==> config.mk <==
export PLATFORM = sky130hd
export DESIGN_NAME = isqrt_seq
export DESIGN_NICKNAME = d
export VERILOG_FILES = /design/src/rtl/isqrt_seq.sv
export SDC_FILE = /design/constraint.sdc
export NUM_CORES = 1
export LEC_CHECK = 0
export CAP_MARGIN = 30
export CORE_MARGIN = 5
export CORE_UTILIZATION = 40
export CTS_CLUSTER_DIAMETER = 50
export DETAILED_ROUTE_END_ITERATION = 8
export GPL_ROUTABILITY_DRIVEN = 0
export PLACE_DENSITY = 0.68
export SKIP_CTS_REPAIR_TIMING = 1
export SLEW_MARGIN = 5
export SYNTH_ARGS = -nofsm -noshare
export SYNTH_HDL_FRONTEND = slang
export SYNTH_SLANG_ARGS = --single-unit
==> constraint.sdc <==
create_clock -name i_clk -period 3.1 [get_ports i_clk]
set_input_delay 0.465 -clock i_clk [delete_from_list [all_inputs] [get_ports i_clk]]
set_output_delay 0.465 -clock i_clk [all_outputs]
set_load 0.02 [all_outputs]
==> src/rtl/isqrt_seq.sv <==
// Iterative integer square root using a restoring digit-by-digit recurrence.
// Resolves STEPS root bits per clock, with optional saturating round-to-nearest.
module isqrt_seq #(
    parameter int unsigned W     = 16,
    parameter int unsigned STEPS = 1,
    parameter int unsigned ROUND = 0
) (
    input  logic             i_clk,
    input  logic             i_rst,
    input  logic             i_start,
    input  logic [W-1:0]     i_x,
    output logic             o_ready,
    output logic             o_done,
    output logic [W/2-1:0]   o_y,
    output logic [W/2:0]     o_rem,
    output logic             o_sat
);

    localparam int unsigned H  = W / 2;
    localparam int unsigned N  = W / (2 * STEPS);
    localparam int unsigned RW = H + 2;
    localparam int unsigned CW = $clog2(N + 1);

    typedef enum logic [1:0] {StIdle, StCalc, StDone} state_e;

    state_e          state_q;
    logic [W-1:0]    x_q;
    logic [H-1:0]    root_q;
    logic [RW-1:0]   rem_q;
    logic [CW-1:0]   cnt_q;

    logic [W-1:0]    x_n;
    logic [H-1:0]    root_n;
    logic [RW-1:0]   rem_n;
    logic [RW-1:0]   rem_sh;
    logic [RW-1:0]   trial;
    logic [H-1:0]    y_fin;
    logic            sat_fin;

    // STEPS iterations chained combinationally; x is consumed MSB pair first.
    always_comb begin
        x_n    = x_q;
        root_n = root_q;
        rem_n  = rem_q;
        rem_sh = '0;
        trial  = '0;
        for (int s = 0; s < int'(STEPS); s++) begin
            rem_sh = {rem_n[RW-3:0], x_n[W-1 -: 2]};
            trial  = {root_n, 2'b01};
            if (rem_sh >= trial) begin
                rem_n  = rem_sh - trial;
                root_n = {root_n[H-2:0], 1'b1};
            end else begin
                rem_n  = rem_sh;
                root_n = {root_n[H-2:0], 1'b0};
            end
            x_n = {x_n[W-3:0], 2'b00};
        end
    end

    // rem > root means x > r^2 + r, i.e. sqrt(x) lies past r + 0.5.
    always_comb begin
        y_fin   = root_n;
        sat_fin = 1'b0;
        if ((ROUND != 0) && (rem_n > {2'b00, root_n})) begin
            if (&root_n) begin
                y_fin   = '1;
                sat_fin = 1'b1;
            end else begin
                y_fin = root_n + H'(1);
            end
        end
    end

    always_ff @(posedge i_clk) begin
        if (i_rst) begin
            state_q <= StIdle;
            x_q     <= '0;
            root_q  <= '0;
            rem_q   <= '0;
            cnt_q   <= '0;
            o_done  <= 1'b0;
            o_y     <= '0;
            o_rem   <= '0;
            o_sat   <= 1'b0;
        end else begin
            unique case (state_q)
                StIdle: begin
                    if (i_start) begin
                        x_q     <= i_x;
                        root_q  <= '0;
                        rem_q   <= '0;
                        cnt_q   <= CW'(N);
                        state_q <= StCalc;
                    end
                end
                StCalc: begin
                    x_q    <= x_n;
                    root_q <= root_n;
                    rem_q  <= rem_n;
                    cnt_q  <= cnt_q - CW'(1);
                    if (cnt_q == CW'(1)) begin
                        state_q <= StDone;
                        o_done  <= 1'b1;
                        o_y     <= y_fin;
                        o_rem   <= rem_n[H:0];
                        o_sat   <= sat_fin;
                    end
                end
                StDone: begin
                    o_done  <= 1'b0;
                    state_q <= StIdle;
                end
                default: state_q <= StIdle;
            endcase
        end
    end

    assign o_ready = (state_q == StIdle);

endmodule

==> results.toml <==
[run_status]
status = "finished clean"

[placement]
dp_hpwl_um = 4250
port_buffers = 37

[cts]
cts_inserted_buffers = 5
ctsLongestPathBuffers = 2
worst_skew_pair.late_latency_ns = 0.31
htree_levels = 2
cts.sinks = 56
clk_pin_slew_worst_paths_ns = 0.10
root_buffer = "clkbuf_8"
cts_tree = "built"

[global_route]
grt-ovfl-total = 0
grt_pass1_wl_um = 9640
grt_pass1_vias = 2062
grt_max_degree = 30
antenna_found_initial = 0
grtUsageTotal_pct = 14.0

[logic_synthesis]
async_flop_share_pct = 0
synth_nets = 350
synth_edf_count = 0
synth_area_leaders = "dfxtp_1, nand2_1, nor2_1"
syn_area_per_cell_sq_um = 8.37
synth-seq-area-share_pct = 42.0
ys_warn_count = 0
synth_cells = 319
synth-seq-cells = 56
yosysUniqueCellTypes = 49
synth_top_area_cell = "dfxtp_1"
synthesis.area_sq_um = 2670
yosys.area.top_type_share_pct = 42.0
synth-main-ff-cell = "dfxtp_1"

[timing]
worstMarginPinSlew_ns = 0.735
fin_crit_ns = 2.30
slew_viol_final = 0
max_freq_ghz = 0.435
finClkSkew_ns = 0.0104
setup_viol = 0
post-route-period-util_pct = 74.2
hold_viol = 0
tns_ns = 0
max-slew-margin-rel_pct = 51.0
grt_setup_unrepaired = "false"

[power_and_ir_drop]
p_int_mw = 1.71
ir_worst_vdd_mv = 0.429
p_clk_share_pct = 17.1
p_sw_share_pct = 38.9
p_switching_mw = 1.09
combPwrFrac_pct = 52.0
p_leak_nw = 1.21
p_seq_share_pct = 30.9
power.density_nw_per_um2 = 875

[critical_path]
crit_start = "root_q[1]$_SDFFE_PP0P_"
reg2reg_to = "o_rem[5]$_SDFFE_PP0P_"
path_class = "flop to flop"
cpMaxStageDelayCell = "dfxtp_1"
crit_required_ns = 3.32
cp_max_fo = 16
r2r-start = "root_q[1]$_SDFFE_PP0P_"
cp.buffers_inverters = 1
cp_cell_sequence = "inv_1 > ha_1 > o21a_1 > a21boi_4 > o31ai_4 > nand3_4 > mux2_4 > a22o_1"
critPathLaunchType = "flop"
crit_family = "compound AO/OA/AOI/OAI gates"
reg2reg_slack_ns = 0.80
cp_data_arrival_time_ns = 2.51
setup.worst_path.end = "o_rem[5]$_SDFFE_PP0P_"
max_stage_delay_ns = 0.39
r2r_cells = 8
cp.depth = 8
cp-end-kind = "flop"

[die]
core_area_sq_um = 6420
die-area_sq_um = 8410
start_util_pct = 41.6
core.rowCount = 29
die_w_um = 91.7
ios = 39
die_h_um = 91.7

[final_layout]
final_core_util_pct = 49.8
diodes = 0
final_layout_size_suffix_gt1_share_pct = 6.57
nNetsFinal = 380
area_delta_synth_final_pct = 19.9

[detailed_routing]
drt-wirelength-per-cell_um = 13.7
vias = 2257
drtIter0Drc = 133
ant_nets = 0
drt_first_pass_iters = 4
drt-total-wl_um = 5860
drcViolationCount = 0
avgViaCountPerCell = 5.29

[job]
maxCapViolCount = 0

[worst_hold_path]
hold_path_class = "flop to flop"
-- flip-flops by register name, summed over array words and instances, names as in the netlist --
| name | flops |
|---|---|
| x_q | 16 |
| o_done | 1 |
| cnt_q | 4 |
| o_y | 8 |
| rem_q | 8 |
| state_q | 2 |
| root_q | 8 |
| o_rem | 9 |
-- final cells by class --
| class | count | area (sq um) |
|---|---|---|
| fill | 633 | 3220 |
| multi-input combinational | 231 | 1420 |
| sequential | 56 | 1120 |
| timing repair buffer | 42 | 408 |
| tap | 77 | 96.3 |
| clock buffer | 5 | 68.8 |
| inverter | 13 | 48.8 |
| clock inverter | 3 | 42.5 |
-- power groups by stage --
stage | clock network, mW | registers [mW] | logic (mW)
after floorplan | 0 | 0.874 | 1.25
after CTS | 0.489 | 0.866 | 1.46
final | 0.478 | 0.865 | 1.46
after detailed placement | 0 | 0.883 | 1.45
after global routing | 0.522 | 0.878 | 1.60
after global placement | 0 | 0.882 | 1.44
-- tightest hold or removal path: stages, from the launching register on --
cell,delay (ns)
dfxtp_1,0.33
nand2_1,0.05
o21ai_1,0.05
-- per-layer routing --
| layer | part of all wire (%) | track usage, % | routed length [um] |
|---|---|---|---|
| met1 | 47 | 17.8 | 2740 |
| met2 | 48 | 23.3 | 2810 |
| met3 | 3.8 | 3.03 | 224 |
| met4 | 1.6 | 5.07 | 95 |
| met5 | 0 | 0 | 0 |
-- metrics by stage --
| step | total power, mW | cells | hold WS, ns | setup WS [ns] | instance area (sq um) |
|---|---|---|---|---|---|
| after floorplan | 2.13 | 319 | 0.433 | 1.07 | 2670 |
| after global placement | 2.32 | 419 | 0.443 | 0.897 | 3090 |
| after detailed placement | 2.33 | 419 | 0.450 | 0.823 | 3090 |
| after CTS | 2.81 | 427 | 0.469 | 0.795 | 3200 |
| after global routing | 3.00 | 427 | 0.491 | 0.659 | 3200 |
| final | 2.80 | 427 | 0.461 | 0.801 | 3200 |
-- worst min-delay path by stage --
stage	start	endpoint	slack, ns	cells past startpoint
finish	rem_q[7]$_SDFFE_PP0P_	rem_q[7]$_SDFFE_PP0P_	0.46	2
global route	o_y[6]$_SDFFE_PP0P_	o_y[6]$_SDFFE_PP0P_	0.49	2
CTS	rem_q[7]$_SDFFE_PP0P_	rem_q[7]$_SDFFE_PP0P_	0.47	2
detailed placement	o_y[7]$_SDFFE_PP0P_	o_y[7]$_SDFFE_PP0P_	0.45	2
global placement	o_rem[7]$_SDFFE_PP0P_	o_rem[7]$_SDFFE_PP0P_	0.44	2
floorplan	rem_q[7]$_SDFFE_PP0P_	rem_q[7]$_SDFFE_PP0P_	0.43	2
-- cell families after synthesis --
kind of cell,synth area share (%)
and+or+nand+nor,21.1
AOI/OAI and AO/OA,20.5
DFF,42.0
buffers and inverters,5.01
adders and majority gates,5.62
xor gates and xnor gates,2.62
muxes,3.00
other,0.140
-- cells in the mapped netlist, types with 2 or more instances --
| library cell | number |
|---|---|
| a211oi_1 | 6 |
| a21oi_1 | 13 |
| a22o_1 | 5 |
| a22oi_1 | 9 |
| a311oi_1 | 14 |
| a31o_1 | 2 |
| buf_1 | 3 |
| buf_2 | 2 |
| clkbuf_1 | 12 |
| dfxtp_1 | 56 |
| ha_1 | 12 |
| inv_1 | 13 |
| mux2_4 | 2 |
| mux2i_1 | 5 |
| nand2_1 | 56 |
| nand2b_1 | 3 |
| nand3_1 | 3 |
| nand4_1 | 2 |
| nor2_1 | 51 |
| nor2b_1 | 2 |
| nor3_1 | 5 |
| nor4_1 | 2 |
| o21a_1 | 3 |
| o21ai_1 | 7 |
| xnor2_1 | 7 |
-- placed cells by master (no fill, tap or decap), drive strengths merged, types with 2 or more instances in the layout --
master         count
a21oi             13
dfxtp             56
nor2              52
mux2               2
mux2i              5
inv               13
a22o               5
o21ai              8
nor2b              2
o21a               3
a311oi            14
xnor2              7
clkdlybuf4s50     37
a211oi             7
nand3              4
clkbuf             5
nand4              2
buf                5
a22oi              9
ha                12
a31o               2
nand2b             3
nor3               5
nand2             56
o31ai              2
nor4               2
(Power assumes the default switching activity.)
